==> src/rtl/alu_op_sequencer.sv <==
// Micro-sequencer that walks the register datapath through load-Y, execute and write-back for one ALU op.
// Define SEQ_IMM_EN to add the imm_sel port and the memory-operand (LOAD_MDR) step.
module alu_op_sequencer #(
  parameter int              NUM_REGS = 16,
  parameter int              IDX_W    = 4,
  parameter int              OP_W     = 5,
  parameter logic [OP_W-1:0] OP_MUL   = OP_W'(5'b01110),
  parameter logic [OP_W-1:0] OP_DIV   = OP_W'(5'b01111)
) (
  input  logic                clock,
  input  logic                clear,
  input  logic                start,
  input  logic [OP_W-1:0]     op,
  input  logic [IDX_W-1:0]    ra_idx,
  input  logic [IDX_W-1:0]    rb_idx,
  input  logic [IDX_W-1:0]    rc_idx,
`ifdef SEQ_IMM_EN
  input  logic                imm_sel,
`endif
  output logic                busy,
  output logic                done,
  output logic                bad_idx,
  output logic [OP_W-1:0]     alu_op,
  output logic [NUM_REGS-1:0] reg_out,
  output logic [NUM_REGS-1:0] reg_in,
  output logic                ry_in,
  output logic                rz_in,
  output logic                rzlo_out,
  output logic                rzhi_out,
  output logic                hi_in,
  output logic                lo_in,
  output logic                mdr_in,
  output logic                mdr_out,
  output logic                read
);

  typedef enum logic [2:0] {
    IDLE,
`ifdef SEQ_IMM_EN
    LOAD_MDR,
`endif
    LOAD_Y,
    EXEC,
    WB_LO,
    WB_HI,
    DONE
  } state_t;

  state_t           state, state_nxt;
  logic [OP_W-1:0]  op_q, op_nxt;
  logic [IDX_W-1:0] ra_q, rb_q, rc_q, ra_nxt, rb_nxt, rc_nxt;
  logic             imm_nxt, muldiv_nxt, bad_nxt;
`ifdef SEQ_IMM_EN
  logic             imm_q;
`endif

  // Out-of-range indices simply produce an all-zero enable bus.
  function automatic logic [NUM_REGS-1:0] onehot(input logic [IDX_W-1:0] idx);
    logic [NUM_REGS-1:0] oh;
    oh = '0;
    for (int i = 0; i < NUM_REGS; i++) oh[i] = (int'(idx) == i);
    return oh;
  endfunction

  function automatic logic in_range(input logic [IDX_W-1:0] idx);
    return int'(idx) < NUM_REGS;
  endfunction

  // Next state plus the operand fields that will be held in that state, so outputs can be registered.
  always_comb begin
    state_nxt = state;
    op_nxt    = op_q;
    ra_nxt    = ra_q;
    rb_nxt    = rb_q;
    rc_nxt    = rc_q;
`ifdef SEQ_IMM_EN
    imm_nxt   = imm_q;
`else
    imm_nxt   = 1'b0;
`endif
    case (state)
      IDLE: begin
        if (start) begin
          op_nxt    = op;
          ra_nxt    = ra_idx;
          rb_nxt    = rb_idx;
          rc_nxt    = rc_idx;
`ifdef SEQ_IMM_EN
          imm_nxt   = imm_sel;
          state_nxt = imm_sel ? LOAD_MDR : LOAD_Y;
`else
          state_nxt = LOAD_Y;
`endif
        end
      end
`ifdef SEQ_IMM_EN
      LOAD_MDR: state_nxt = LOAD_Y;
`endif
      LOAD_Y:   state_nxt = EXEC;
      EXEC:     state_nxt = WB_LO;
      WB_LO:    state_nxt = (op_q == OP_MUL || op_q == OP_DIV) ? WB_HI : DONE;
      WB_HI:    state_nxt = DONE;
      DONE:     state_nxt = IDLE;
      default:  state_nxt = IDLE;
    endcase
    muldiv_nxt = (op_nxt == OP_MUL) || (op_nxt == OP_DIV);
    bad_nxt    = (!imm_nxt && !in_range(ra_nxt)) || !in_range(rb_nxt) ||
                 (!muldiv_nxt && !in_range(rc_nxt));
  end

  // Strobes are decoded from the state being entered, so each is high exactly while in that state.
  always_ff @(posedge clock) begin
    if (clear) begin
      state    <= IDLE;
      op_q     <= '0;
      ra_q     <= '0;
      rb_q     <= '0;
      rc_q     <= '0;
      busy     <= 1'b0;
      done     <= 1'b0;
      bad_idx  <= 1'b0;
      alu_op   <= '0;
      reg_out  <= '0;
      reg_in   <= '0;
      ry_in    <= 1'b0;
      rz_in    <= 1'b0;
      rzlo_out <= 1'b0;
      rzhi_out <= 1'b0;
      hi_in    <= 1'b0;
      lo_in    <= 1'b0;
    end else begin
      state    <= state_nxt;
      op_q     <= op_nxt;
      ra_q     <= ra_nxt;
      rb_q     <= rb_nxt;
      rc_q     <= rc_nxt;
      busy     <= state_nxt != IDLE;
      done     <= state_nxt == DONE;
      bad_idx  <= (state_nxt == DONE) && bad_nxt;
      alu_op   <= (state_nxt == EXEC) ? op_nxt : '0;
      reg_out  <= (state_nxt == LOAD_Y && !imm_nxt) ? onehot(ra_nxt) :
                  (state_nxt == EXEC) ? onehot(rb_nxt) : '0;
      reg_in   <= (state_nxt == WB_LO && !muldiv_nxt) ? onehot(rc_nxt) : '0;
      ry_in    <= state_nxt == LOAD_Y;
      rz_in    <= state_nxt == EXEC;
      rzlo_out <= state_nxt == WB_LO;
      lo_in    <= (state_nxt == WB_LO) && muldiv_nxt;
      rzhi_out <= state_nxt == WB_HI;
      hi_in    <= state_nxt == WB_HI;
    end
  end

`ifdef SEQ_IMM_EN
  always_ff @(posedge clock) begin
    if (clear) begin
      imm_q   <= 1'b0;
      mdr_in  <= 1'b0;
      mdr_out <= 1'b0;
      read    <= 1'b0;
    end else begin
      imm_q   <= imm_nxt;
      mdr_in  <= state_nxt == LOAD_MDR;
      read    <= state_nxt == LOAD_MDR;
      mdr_out <= (state_nxt == LOAD_Y) && imm_nxt;
    end
  end
`else
  assign mdr_in  = 1'b0;
  assign mdr_out = 1'b0;
  assign read    = 1'b0;
`endif

endmodule

==> config.mk <==
export PLATFORM = sky130hd
export DESIGN_NAME = alu_op_sequencer
export DESIGN_NICKNAME = d
export VERILOG_FILES = /design/src/rtl/alu_op_sequencer.sv
export SDC_FILE = /design/constraint.sdc
export NUM_CORES = 1
export LEC_CHECK = 0
export ABC_AREA = 1
export CAP_MARGIN = 20
export CORE_MARGIN = 10
export CORE_UTILIZATION = 42
export DETAILED_ROUTE_END_ITERATION = 8
export PLACE_DENSITY = 0.82
export RECOVER_POWER = 100
export SLEW_MARGIN = 20
export SYNTH_ARGS = -nofsm -noshare
export SYNTH_HDL_FRONTEND = slang
export SYNTH_SLANG_ARGS = --single-unit
==> constraint.sdc <==
create_clock -name clock -period 1.3 [get_ports clock]
set_input_delay 0.26 -clock clock [delete_from_list [all_inputs] [get_ports clock]]
set_output_delay 0.26 -clock clock [all_outputs]
set_load 0.005 [all_outputs]
==> qor.yml, run 1 <==
status:
  violations: "negative setup slack"
  status: "finished with violations"
finish:
  fillCellCount: 344
  area_growth_pct: 71.3
  num_antenna_cells: 0
  register_area_um2: 1280
  fin_nets: 434
  design_area_um2: 4110
  multi_input_comb_area_um2: 1340
  fin_util_pct: 74.3
  drive_gt1_share_pct: 39.9
  layout_common_cells: "dfxtp_1 (61), dlygate4sd2_1 (46), nor2_1 (38)"
  final_common_cell: "dfxtp_1"
place:
  gp_congestion: 0.864
  placed_cell_area_um2: 3360
  hpwl_um: 4700
  portBuffers: 64
power:
  p_seq_share_pct: 33.0
  p_sw_uw: 2250
  p_int_uw: 4400
  power_uw: 6640
  ir_drop_mv: 1.00
  power.density_nw_per_um2: 1620
  comb_power_share_pct: 36.9
  switching_share_pct: 33.8
  power_leakage_uw: 0.00191
  power.share.clock_pct: 30.1
cts:
  clock_latency_ps: 350
  htreeDepth: 3
  cts.sinks: 64
  cts_tree: "yes"
  postCtsHoldBufs: 0
  clk_pin_slew_ps: 70
  cts_buffers: 9
  clock_path_buffers: 2
  clock-root-buffer: "clkbuf_8"
worst_setup_path:
  cp_max_fo: 9
  slowest_delay_ps: 340
  regToRegSetupSlack_ps: -340
  critPathLaunchType: "flip-flop"
  r2r_start: "state[1]"
  crit_type: "reg2reg"
  crit_arrival_ps: 1910
  cp-end-kind: "flip-flop"
  path_cells: "nor2_4 > nand2_4 > buf_12 > o21ai_4 > inv_2 > nor2_1 > nand3_2 > nor2_1"
  r2r_end: "reg_in[11]"
  critPathSlowestCell: "dfxtp_2"
  crit_top_cell: "nor2_1"
  reg2reg_depth: 8
  cp.required_ps: 1570
grt:
  grt-ovfl-total: 0
  grtUsageMet3_pct: 5.03
  use_met1_pct: 17.3
  grt_pass1_vias: 2393
  grt_first_pass_wirelength_um: 11500
  busiest_layer: "met2"
  gr-usage-met2_pct: 27.7
  grt_max_degree: 16
  grt_use_total_pct: 16.1
  antenna_found_initial: 0
timing:
  period_share_pct: 126
  setup_violations: 45
  clock_skew_ps: 7.39
  fmax_mhz: 609
  drv_slew: 0
  fin_ws_ps: -342
  period_needed_ps: 1640
  hold_viol: 0
  rsz0062_at_grt: "true"
synthesis:
  synth_area_leaders: "dfxtp_1 (53%), nor2_1 (9.5%), nand2_1 (7.8%)"
  ys_seq_elements: 64
  yosysTopAreaCell: "dfxtp_1"
  synth_area_um2: 2400
  synth_top_area_share_pct: 53.3
  yosysWarnings: 0
  avgSynthCellArea_um2: 8.01
  synth_cell_type_count: 28
  yosysSeqAreaShare_pct: 53.3
  synth_cells: 300
floorplanning:
  start_util_pct: 43.4
  die_w_um: 95.6
  fp.dieArea_um2: 9150
  dieHeight_um: 95.6
  core_area_um2: 5540
  io_pins: 69
  row_count: 27
detailed_routing:
  drc: 0
  drtAntennaViolNets: 0
  routedWlPerCell_um: 17.0
  drt_iter0_markers: 123
  viasPerCell: 5.13
  first_pass_iters: 5
  vias: 2519
  wl_um: 8350
min_path:
  hold_depth: 2
  worstHoldStart: "op_q[0]"
  hp-class: "reg2reg"
  min_to: "alu_op[0]"
job:
  maxCapViolations: 0
-- cell families after synthesis --
logic type             synth area share [%]
and+or+nand+nor                        29.6
buffers and inverters                  9.48
muxes                                 0.417
other                                 0.156
DFF                                    53.3
AOI/OAI and AO/OA                      6.98
-- critical path, delay by kind of cell (launching register included) --
kind | cells | cell delay, ps
and+or+nand+nor | 5 | 790
DFF | 1 | 340
buffers and inverters | 2 | 250
AOI/OAI and AO/OA | 1 | 190
-- synth_stat cells, drive strengths merged --
| master | number |
|---|---|
| nand3b | 2 |
| buf | 11 |
| nand2 | 52 |
| inv | 38 |
| o211ai | 1 |
| nor3 | 2 |
| dfxtp | 64 |
| clkbuf | 1 |
| conb | 1 |
| o21ai | 22 |
| a21oi | 1 |
| mux2i | 1 |
| nor2 | 69 |
| nand3 | 32 |
| a22oi | 1 |
| nand4 | 2 |
-- power by group through the flow --
stage / clock network [uW] / registers (uW) / logic (uW)
after global placement: 0 / 2220 / 1510
after detailed placement: 0 / 2230 / 1550
after floorplan: 0 / 2230 / 884
after global routing: 2090 / 2200 / 2600
final: 2000 / 2190 / 2450
after CTS: 2000 / 2190 / 1940
-- layout make-up --
type                       instances  share of cell area [%]
clock inverter                     2                    1.46
inverter                          38                    3.71
clock buffer                      14                    4.20
sequential                        64                    31.2
timing repair buffer             111                    24.6
multi-input combinational        190                    32.6
tap                               72                    2.19
-- worst max path at each step --
stage / from / end / slack (ps) / depth (start not counted)
after floorplan: state[1] / reg_in[0] / -50 / 9
after global placement: start / reg_out[3] / -580 / 10
after detailed placement: start / reg_out[3] / -600 / 10
after CTS: state[1] / reg_in[2] / -160 / 8
after global routing: state[1] / reg_in[11] / -400 / 8
final: state[1] / reg_in[11] / -340 / 8
-- metrics by stage --
step	hold slack, ps	setup slack (ps)	setup TNS (ps)	instances
5_1_grt	590	-396	-10930	491
6_report	554	-342	-7730	491
3_5_place_dp	505	-604	-25020	459
3_3_place_gp	483	-581	-23120	459
4_1_cts	557	-157	-3190	483
2_1_floorplan	413	-50.5	-948	303
-- layer usage --
layer | vias to the layer above | share of wire, %
met5 | - | 0
met4 | 0 | 4.4
met3 | 42 | 7.7
met2 | 123 | 52
met1 | 1190 | 36
li1 | 1164 | -
-- registers in the layout, summed over array words and instances (netlist names), 3 cells and up --
| register | cells |
|---|---|
| alu_op | 5 |
| rc_q | 4 |
| reg_in | 16 |
| ra_q | 4 |
| op_q | 5 |
| rb_q | 4 |
| reg_out | 16 |
| state | 3 |
-- what timing repair did --
action	in CTS	in global routing
buffers inserted	9	6
pin swaps	15	8
gates resized for setup	113	52
setup endpoints to repair	89	52
cloned	0	2
Power figures use the tool's default switching activity.
==> inputs of run 2 (changes only) <==
SETUP_SLACK_MARGIN = 0.05   (was unset)
==> qor.yml, run 2 (same netlist as run 1, synthesis figures left out) <==
detailed_routing:
  wl_um: 7670  # -8.2%
  vias: 2359  # -6.4%
  drtAntennaViolNets: 0  # unchanged
  drt_iter0_markers: 94  # -24%
  drc: 0  # unchanged
  routedWlPerCell_um: 15.8  # -6.9%
  first_pass_iters: 4  # -1
  viasPerCell: 4.87  # -5.0%
finish:
  finalNonFillerCells: 484  # -1.4%
  final_common_cell: "dfxtp_1"
  layout_common_cells: "dfxtp_1 (61), dlygate4sd2_1 (46), nor2_1 (33)"
  fin_nets: 427  # -1.6%
  drive_gt1_share_pct: 38.3  # -1.5 points
  reg.largest.list: "reg_in: 16 flops, reg_out: 16 flops"
  num_antenna_cells: 0  # unchanged
  fillCellCount: 376  # +9.3%
  area_growth_pct: 68.3
place:
  hpwl_um: 4840  # +2.8%
  dp_cells: 456  # -0.65%
  portBuffers: 64  # unchanged
  gp_congestion: 0.936  # +8.3%
floorplanning:
  die_w_um: 95.6  # unchanged
  start_util_pct: 43.4  # unchanged
  core_area_um2: 5540  # unchanged
  dieHeight_um: 95.6  # unchanged
  io_pins: 69  # unchanged
  row_count: 27  # unchanged
  fp.dieArea_um2: 9150  # unchanged
worst_setup_path:
  cp_max_fo: 7  # -2
  crit_arrival_ps: 1770  # -140 ps
  critPathLaunchType: "flip-flop"
  crit_type: "reg2reg"
  regToRegSetupSlack_ps: -230  # +110 ps
  cp-end-kind: "flip-flop"
  reg2reg_depth: 8  # unchanged
  r2r_end: "lo_in"
  cp.required_ps: 1540  # -30 ps
  r2r_start: "state[1]"
timing:
  fin_ws_ps: -232  # +110 ps
  rsz0062_at_grt: "true"
  hold_viol: 0  # unchanged
  setup_violations: 43  # -4.4%
  period_share_pct: 118  # -8.5 points
  period_needed_ps: 1530  # -110 ps
  drv_slew: 0  # unchanged
  fmax_mhz: 653  # +7.2%
  clock_skew_ps: 10.1  # +2.76 ps
power:
  power.density_nw_per_um2: 1550  # -4.3%
  power_leakage_uw: 0.00190  # -0.46%
  ir_drop_mv: 1.02  # +1.8%
  power_uw: 6250  # -6.0%
grt:
  grt_first_pass_wirelength_um: 10700  # -6.8%
  grt_use_total_pct: 15.3  # -0.82 points
  grt-ovfl-total: 0  # unchanged
  grt_pass1_vias: 2232  # -6.7%
  grt_max_degree: 17  # +1
  antenna_found_initial: 0  # unchanged
cts:
  clock_path_buffers: 2  # unchanged
  postCtsHoldBufs: 0  # unchanged
  clock_latency_ps: 350  # about the same
  cts.sinks: 64  # unchanged
  htreeDepth: 3  # unchanged
  clock-root-buffer: "clkbuf_8"
  cts_tree: "yes"
  cts_buffers: 9  # unchanged
  clk_pin_slew_ps: 70  # about the same
min_path:
  worstHoldStart: "op_q[0]"
  hp-class: "reg2reg"
  hold_depth: 2  # unchanged
  min_to: "op_q[0]"
status:
  status: "finished with violations"
  violations: "negative setup slack"
job:
  maxCapViolations: 0  # unchanged
## run 2: worst max path at each step
stage          cells past startpoint  startpoint    endpoint  slack (ps)
3_5_place_dp                      10       start  reg_out[1]        -600
4_1_cts                            8    state[0]   reg_in[7]        -190
5_1_grt                            8    state[1]       lo_in        -290
2_1_floorplan                      9    state[1]   reg_in[0]         -50
6_report                           8    state[1]       lo_in        -230
3_3_place_gp                      10       start  reg_out[1]        -580
## run 2: final cells by class
cell class / instances / area, um2 / area share (%)
clock inverter: 3 / 40.0 / 0.990
timing repair buffer: 105 / 1020 / 25.1
multi-input combinational: 189 / 1290 / 32.0
sequential: 64 / 1280 / 31.8
inverter: 38 / 158 / 3.90
tap: 72 / 90.1 / 2.23
clock buffer: 13 / 159 / 3.93
## run 2: per-stage QoR
step / worst slack, ps / util [%] / hold WS [ps] / TNS, ps / cell area, um2
finish: -232 / 73.0 / 491 / -5810 / 4040
global route: -290 / 73.0 / 554 / -8580 / 4040
CTS: -186 / 68.6 / 498 / -3900 / 3800
global placement: -578 / 61.0 / 477 / -23380 / 3380
floorplan: -50.5 / - / 413 / -967 / 2460
detailed placement: -599 / 61.0 / 482 / -25280 / 3380
## run 2: what timing repair did
action,CTS,global route
buffers inserted,5,7
endpoints found under the hold margin,0,0
gates cloned,1,0
setup endpoints to repair,88,53
gates resized for setup,106,55
pin swaps,13,19
## run 2: metal layers
layer / GRT usage, % / routed length [um] / vias to the layer above / part of all wire, %
met5: 0 / 0 / - / 0
met4: 8.48 / 129 / 0 / 1.7
met3: 4.32 / 553 / 14 / 7.2
met2: 26.6 / 4100 / 84 / 54
met1: 16.3 / 2880 / 1110 / 38
li1: - / - / 1151 / -
## run 2: where the power goes
group	switching, uW	internal (uW)	leakage (uW)
combinational	1330	984	0.00128
sequential	63.4	2130	0.000522
clock	755	986	0.000103
total	2150	4100	0.00190
## run 2: worst max-delay path: stages (launching register included)
cell and delay [ps]:
dfxtp_2 340, nor2_4 150, nand2_4 130, buf_12 170, nand2_1 80, o21ai_2 70
nor2_2 130, nand2_4 110, nor3_1 240
==> inputs of run 3 (changes only) <==
CORE_UTILIZATION = 50   (was 42)
PLACE_DENSITY = 0.9   (was 0.82)
clock period = 1.9 ns   (was 1.3 ns; I/O delays follow)
==> qor.yml, run 3 (same netlist as run 1, synthesis figures left out) <==
detailed_routing:
  drtAntennaViolNets: 0  # unchanged
  drt_iter0_markers: 106  # +13%
  routedWlPerCell_um: 13.4  # -16%
  vias: 2142  # -9.2%
  wl_um: 5900  # -23%
  drc: 0  # unchanged
  first_pass_iters: 4  # unchanged
  viasPerCell: 4.85  # -0.57%
timing:
  setup_violations: 0  # -100%
  period_needed_ps: 1750
  period_share_pct: 92.3
  hold_viol: 0  # unchanged
  rsz0062_at_grt: "false"
  drv_slew: 0  # unchanged
  fmax_mhz: 570
  setup-tns-final_ps: 0  # +5810 ps
  clock_skew_ps: 13.8  # +3.70 ps
power:
  power_leakage_uw: 0.00160  # -16%
  power_uw: 3360  # -46%
  power.density_nw_per_um2: 1010  # -35%
  ir_drop_mv: 0.473  # -54%
floorplanning:
  dieHeight_um: 89.3  # -6.6%
  start_util_pct: 51.2  # +7.8 points
  fp.dieArea_um2: 7980  # -13%
  die_w_um: 89.3  # -6.6%
  core_area_um2: 4690  # -15%
  row_count: 25  # -7.4%
  io_pins: 69  # unchanged
cts:
  post_cts_buffers: 0  # -5
  postCtsHoldBufs: 0  # unchanged
  cts_tree: "yes"
  clock_path_buffers: 2  # unchanged
  clk_pin_slew_ps: 70  # about the same
  cts.sinks: 64  # unchanged
  clock_latency_ps: 350  # about the same
  htreeDepth: 3  # unchanged
  cts_buffers: 9  # unchanged
  clock-root-buffer: "clkbuf_8"
finish:
  fillCellCount: 387  # +2.9%
  layout_common_cells: "dfxtp_1 (64), nor2_1 (60), nand2_1 (49)"
  fin_util_pct: 71.1  # -1.9 points
  drive_gt1_share_pct: 13.7  # -25 points
  area_growth_pct: 38.9
  final_common_cell: "dfxtp_1"
  fin_nets: 404  # -5.4%
  num_antenna_cells: 0  # unchanged
  reg.largest.list: "reg_in: 16 flops, reg_out: 16 flops"
grt:
  grt_first_pass_wirelength_um: 9420  # -12%
  grt-ovfl-total: 0  # unchanged
  grt_max_degree: 17  # unchanged
  antenna_found_initial: 0  # unchanged
  grt_pass1_vias: 2102  # -5.8%
  grt_use_total_pct: 15.6  # +0.30 points
worst_setup_path:
  critPathLaunchType: "input pin"
  r2r_start: "state[1]"
  cp-end-kind: "flip-flop"
  crit_arrival_ps: 2030  # +260 ps
  slowest_delay_ps: 460  # +120 ps
  critPathLaunch: "start"
  critPathSlowestCell: "clkdlybuf4s50_1"
  critPathBufInv: 4  # +3
  cp_max_fo: 16  # +9
  crit_type: "in2reg"
  path_delay_family: "buffers and inverters"
  path_cells: "clkdlybuf4s50_1 > inv_1 > nor2_4 > nand2_4 > buf_12 > o21ai_4 > inv_1 > nor2_1 > nand3_2 > nor2_1"
  regToRegSetupSlack_ps: 170  # +400 ps
  cp.required_ps: 2170  # +630 ps
place:
  hpwl_um: 4570  # -5.4%
  portBuffers: 64  # unchanged
  gp_congestion: 0.884  # -5.5%
min_path:
  worstHoldStart: "op_q[0]"
  hp-class: "reg2reg"
job:
  maxCapViolations: 0  # unchanged
status:
  status: "complete, no violations"
==> run 3: cell types whose count changed in the layout (fill, tap and decap cells not counted), sizes merged <==
cell         delta
dlygate4sd2    -46
dlygate4sd3    +46
buf            -27
clkinv          +3
bufinv          -1
clkbuf          +1
==> run 3: path summary, 6_finish.rpt <==
| kind | to | depth (start not counted) |
|---|---|---|
| min | op_q[0] | 2 |
| max reg2reg | reg_in[6] | 8 |
| max | reg_in[6] | 10 |
| min reg2reg | op_q[0] | 2 |
==> run 3: power breakdown <==
group | switching [uW] | total [uW] | internal, uW
combinational | 564 | 931 | 367
clock | 481 | 934 | 453
sequential | 42.5 | 1500 | 1450
==> run 3: worst min-delay path: stages (launching register included) <==
cell and delay (ps):
dfxtp_1 310, mux2i_1 90, nor2_1 90
==> run 3: final cells by class <==
| cell class | count | area, um2 | share of cell area (%) |
|---|---|---|---|
| sequential | 64 | 1280 | 38.4 |
| multi-input combinational | 189 | 907 | 27.2 |
| timing repair buffer | 82 | 785 | 23.5 |
| inverter | 38 | 143 | 4.28 |
| clock buffer | 10 | 128 | 3.83 |
| tap | 54 | 67.6 | 2.03 |
| clock inverter | 5 | 25.0 | 0.750 |
==> run 3: repair_timing <==
action,4_1_cts,5_1_grt
hold endpoints to repair,0,0
setup endpoints to repair,0,6
gates resized for setup,0,5
==> run 3: layer usage <==
| layer | track usage [%] | wire length (um) | vias up |
|---|---|---|---|
| met5 | 0 | 0 | - |
| met4 | 9.39 | 170 | 0 |
| met3 | 5.01 | 328 | 15 |
| met2 | 27.5 | 2950 | 64 |
| met1 | 15.7 | 2450 | 970 |
| li1 | - | - | 1093 |
==> run 3: per-stage QoR <==
| stage | hold WS, ps | instances | setup WS [ps] | instance area, um2 |
|---|---|---|---|---|
| 2_1_floorplan | 460 | 303 | 473 | 2410 |
| 3_3_place_gp | 476 | 427 | -144 | 3180 |
| 3_5_place_dp | 521 | 427 | -185 | 3180 |
| 4_1_cts | 538 | 442 | 167 | 3340 |
| 5_1_grt | 573 | 442 | 32.1 | 3340 |
| 6_report | 533 | 442 | 147 | 3340 |
==> edit 1: new RTL, settings of run 3 <==
Add a define of `SEQ_IMM_EN`.
--- a/src/rtl/alu_op_sequencer.sv
+++ b/src/rtl/alu_op_sequencer.sv
@@ -1,5 +1,7 @@
 // Micro-sequencer that walks the register datapath through load-Y, execute and write-back for one ALU op.
 // Define SEQ_IMM_EN to add the imm_sel port and the memory-operand (LOAD_MDR) step.
+`define SEQ_IMM_EN
+
 module alu_op_sequencer #(
   parameter int              NUM_REGS = 16,
   parameter int              IDX_W    = 4,
Ports: changed (added imm_sel); port bits go from 69 to 70. No check against the original RTL was run, so the function may have changed too.
==> edit 1 against run 3 <==
  * Area after synthesis increased by 14%
  * Global-route usage increased by 1.2 points
  * Sequential power increased by 5%
  * Total power increased by 16%
  * Clock power increased by 28%
  * Setup slack got worse by 0.084 ns
  * Register-to-register slack got worse by 0.11 ns
  * Hold slack improved by 0.069 ns
  * Sequential cell count increased by 3
  * Cell area increased by 16%
  * Largest power group unchanged
  * Combinational power increased by 18%
  * Critical endpoint is now reg_in[3]
  * Wire length increased by 25%
==> edit 1: results (changes against run 3) <==
first-pass GRT wire length=11,800 um (was 9420 um); fmax=0.544 GHz (was 0.570 GHz); Worst Hold End=alu_op[0] (was op_q[0]); Total GRT Usage=16.8% (was 15.6%); Synth Warn #=0 (unchanged); worst hold start=op_q[0] (unchanged); top cells by count, synth=nand2_1, nor2_1, dfxtp_1, inv_1, nand3_1 (was dfxtp_1, nor2_1, nand2_1, inv_1, nand3_1); dpl ws=-0.194 ns (was -0.185 ns); layout cells sized above 1=12.5% (was 13.7%); CP peak stage delay=0.40 ns (was 0.46 ns); most area-consuming cells after synthesis=dfxtp_1, nand2_1, nor2_1, inv_1, nand3_1 (was dfxtp_1, nor2_1, nand2_1, nand3_1, inv_1); RePlAce Congestion=0.916 (was 0.884); placed inst area=0.00364 mm^2 (was 0.00318 mm^2); Post-DP HPWL=5510 um (was 4570 um); sw frac=31.7% (was 32.4%); FFs w/ async S/R, synth=0% (unchanged); Largest regs=reg_in (16), reg_out (16) (unchanged); Hold Path Depth=4 (was 2); Detailed Route Iter0 Violations=219 (was 106); vias in the first global route=2,666 (was 2,102); Placed Instances=541 (was 427); Post-layout nets=503 (was 404); initial antenna violation count=0 (unchanged); VDD IR max=0.509 mV (was 0.473 mV); R2R Path End=reg_in[3] (was reg_in[6]); Root Driver=clkbuf_8 (unchanged); TritonCTS Buffers=9 (unchanged); critical path launch point=state[2] (was start); Synth Area in Adders=0% (unchanged); Synth Area per Inst=6.94 um^2 (was 8.01 um^2); class of the worst hold path=reg -> reg (unchanged); post-synthesis mux area share=0.364% (was 0.417%); worst-case clock skew=0.0130 ns (was 0.0138 ns); outcome=completed (unchanged); Crit path max-delay family=simple AND/OR/NAND/NOR gates (was buffers and inverters); fillcell total=365 (was 387); Cell variety after synth=27 (was 28); via count=2,768 (was 2,142); critical path's slowest cell=dfxtp_1 (was clkdlybuf4s50_1); Port-buffer cells=68 (was 64); hold slack=0.602 ns (was 0.533 ns); H-tree depth=3 (unchanged); Skew-Pair Late Insertion Delay=0.35 ns (about the same); complex-gate fraction of the synthesized area=2.78% (was 6.98%); Leak Pwr=1.73 nW (was 1.60 nW); Seq/Total Area, Yosys=48.8% (was 53.3%); Critical Setup Path Class=reg -> reg (was in -> reg); CTS max path bufs=2 (unchanged); flop-to-flop setup slack=0.06 ns (was 0.17 ns); P&R area growth vs syn=41.0% (was 38.9%); largest net degree at the start of global routing=33 (was 17); CP Max Fanout=11 (was 16); final wirelength=7390 um (was 5900 um); DR WL/cell=13.3 um (was 13.4 um); crit path DAT=2.12 ns (was 2.03 ns); Clock transition at path regs=0.08 ns; total iterations of the first detailed-routing run=4 (unchanged)
## edit 1: cell types whose count changed after synthesis, moves of 4 or more
| cell | delta |
|---|---|
| nand2_1 | +66 |
| nor2_1 | +44 |
| nand3_1 | -10 |
| o21ai_1 | -8 |
| buf_2 | +6 |
| inv_1 | -6 |
| nand3b_1 | +6 |
| nor2_2 | -4 |
| o21ai_2 | -4 |
## edit 1: worst reg2reg max path, cell delays in order, from the launching register on
cell,delay [ns]
dfxtp_1,0.40
nor2_1,0.27
nand2_2,0.13
buf_4,0.21
o21ai_2,0.27
inv_2,0.06
nor2_1,0.14
nand3_2,0.14
nor2_1,0.15
## edit 1: power groups by stage
stage / logic, mW / clock network (mW) / registers, mW
floorplan: 0.618 / 0 / 1.61
CTS: 1.07 / 1.20 / 1.58
finish: 1.10 / 1.20 / 1.58
global placement: 1.03 / 0 / 1.61
global route: 1.23 / 1.26 / 1.59
detailed placement: 1.06 / 0 / 1.61
## edit 1: layout make-up
type                    instances  area share [%]
inverters                      36            3.49
multi-input cells             277            31.5
well taps                      70            2.26
flip-flops and latches         67            34.6
repair buffers                 91            22.9
clock buffers                  11            3.65
clock inverters                 5            1.61
## edit 1: cells by family (layout without fill, tap and decap cells)
| family | after synthesis | in the layout |
|---|---|---|
| DFF | 67 | 67 |
| other | 1 | 1 |
| muxes | 1 | 1 |
| buffers and inverters | 52 | 143 |
| AOI/OAI and AO/OA | 13 | 13 |
| and+or+nand+nor | 262 | 262 |
## edit 1: routing by layer
layer	up-vias	track usage (%)	wire (um)
met4	0	8.61	264
met5	-	0	0
met3	23	5.52	560
li1	1370	-	-
met2	124	30.5	3680
met1	1251	16.6	2880
==> edit 2: new RTL, settings of run 3 <==
Without the edit above. Register the output `reg_in` once more, without a reset; this adds one clock of latency there. The other outputs are not delayed to match.
--- a/src/rtl/alu_op_sequencer.sv
+++ b/src/rtl/alu_op_sequencer.sv
@@ -45,6 +45,8 @@
     WB_HI,
     DONE
   } state_t;
+
+  logic [NUM_REGS-1:0] reg_in_s0;
 
   state_t           state, state_nxt;
   logic [OP_W-1:0]  op_q, op_nxt;
@@ -121,7 +123,7 @@
       bad_idx  <= 1'b0;
       alu_op   <= '0;
       reg_out  <= '0;
-      reg_in   <= '0;
+      reg_in_s0 <= '0;
       ry_in    <= 1'b0;
       rz_in    <= 1'b0;
       rzlo_out <= 1'b0;
@@ -140,7 +142,7 @@
       alu_op   <= (state_nxt == EXEC) ? op_nxt : '0;
       reg_out  <= (state_nxt == LOAD_Y && !imm_nxt) ? onehot(ra_nxt) :
                   (state_nxt == EXEC) ? onehot(rb_nxt) : '0;
-      reg_in   <= (state_nxt == WB_LO && !muldiv_nxt) ? onehot(rc_nxt) : '0;
+      reg_in_s0 <= (state_nxt == WB_LO && !muldiv_nxt) ? onehot(rc_nxt) : '0;
       ry_in    <= state_nxt == LOAD_Y;
       rz_in    <= state_nxt == EXEC;
       rzlo_out <= state_nxt == WB_LO;
@@ -170,5 +172,9 @@
   assign read    = 1'b0;
 `endif
 
+  always_ff @(posedge clock) begin
+    reg_in <= reg_in_s0;
+  end
+
 endmodule
 
Behaviour: not the same (Yosys sat finds a counterexample within 4 cycles, from zero or initial values).
==> edit 2 against run 3 <==
  * Core utilization shrank 1.3 points
  * Sequential cell count rose by 16
  * Wire length rose by 11%
  * Synthesized cell count up 7.3%
  * Area after synthesis up 16%
  * Total power increased by 13%
  * Largest cell class unchanged
  * Cell area rose by 14%
  * Setup slack worse by 0.0023 ns
  * Critical endpoint is now reg_out[13]
==> edit 2: results (changes against run 3) <==
fmax=0.570 GHz (about the same); complex-gate fraction of the synthesized area=1.93% (was 6.98%); flop-to-flop setup slack=0.21 ns (was 0.17 ns); crit path DAT=2.05 ns (was 2.03 ns); Post-layout nets=429 (was 404); outcome=completed (unchanged); sw frac=29.8% (was 32.4%); Detailed Route Iter0 Violations=155 (was 106); CP Max Fanout=14 (was 16); layout cells sized above 1=17.4% (was 13.7%); first-pass GRT wire length=10,200 um (was 9420 um); DR WL/cell=13.4 um (about the same); Cell variety after synth=25 (was 28); Seq/Total Area, Yosys=57.5% (was 53.3%); top cells by count, synth=dfxtp_1, nand2_1, nor2_1, nand3_1, inv_1 (was dfxtp_1, nor2_1, nand2_1, inv_1, nand3_1); Clock Power=1.31 mW (was 0.934 mW); met1 Use GR=16.4% (was 15.7%); grt met2 use=24.5% (was 27.5%); dpl ws=-0.178 ns (was -0.185 ns); combinational power=0.701 mW (was 0.931 mW); Largest regs=reg_in (16), reg_in_s0 (16), reg_out (16) (was reg_in (16), reg_out (16)); Leak Pwr=1.81 nW (was 1.60 nW); metal2 WL=3140 um (was 2950 um); hold slack=0.324 ns (was 0.533 ns); fillcell total=424 (was 387); Crit path max-delay family=buffers and inverters (unchanged); wl on met1=2710 um (was 2450 um); worst-case clock skew=0.00789 ns (was 0.0138 ns); GR Util met3=4.36% (was 5.01%); Clock transition at path regs=0.09 ns (was 0.07 ns); Routed met3 length=514 um (was 328 um); via density per instance=4.74 (was 4.85); largest net degree at the start of global routing=19 (was 17); Total GRT Usage=14.5% (was 15.6%); Post-DP HPWL=4950 um (was 4570 um); VDD IR max=0.555 mV (was 0.473 mV); most area-consuming cells after synthesis=dfxtp_1, nand2_1, nor2_1, nand3_1, nor2_2 (was dfxtp_1, nor2_1, nand2_1, nand3_1, inv_1)
## edit 2: area by class of cell
type | instances | area [um^2] | share of cell area [%]
clock buffer | 9 | 124 | 3.26
clock inverter | 7 | 86.3 | 2.27
inverter | 31 | 116 | 3.07
multi-input combinational | 201 | 981 | 25.8
sequential | 80 | 1600 | 42.2
tap | 72 | 90.1 | 2.37
timing repair buffer | 86 | 796 | 21.0
## edit 2: stage by stage
step	power [mW]	cells	TNS [ns]	area, um^2
finish	3.79	486	0	3790
global placement	2.50	467	-0.953	3580
detailed placement	2.52	467	-3.02	3580
global route	3.96	486	0	3790
CTS	3.81	483	0	3790
floorplan	2.26	325	0	2800
## edit 2: path summary, 6_finish.rpt
check | start | end | cells after the start
worst min-delay path | reg_in_s0[10] | reg_in[10] | 0
worst max register to register | state[1] | reg_out[13] | 8
worst min register to register | reg_in_s0[10] | reg_in[10] | 0
worst max-delay path | start | reg_out[13] | 10
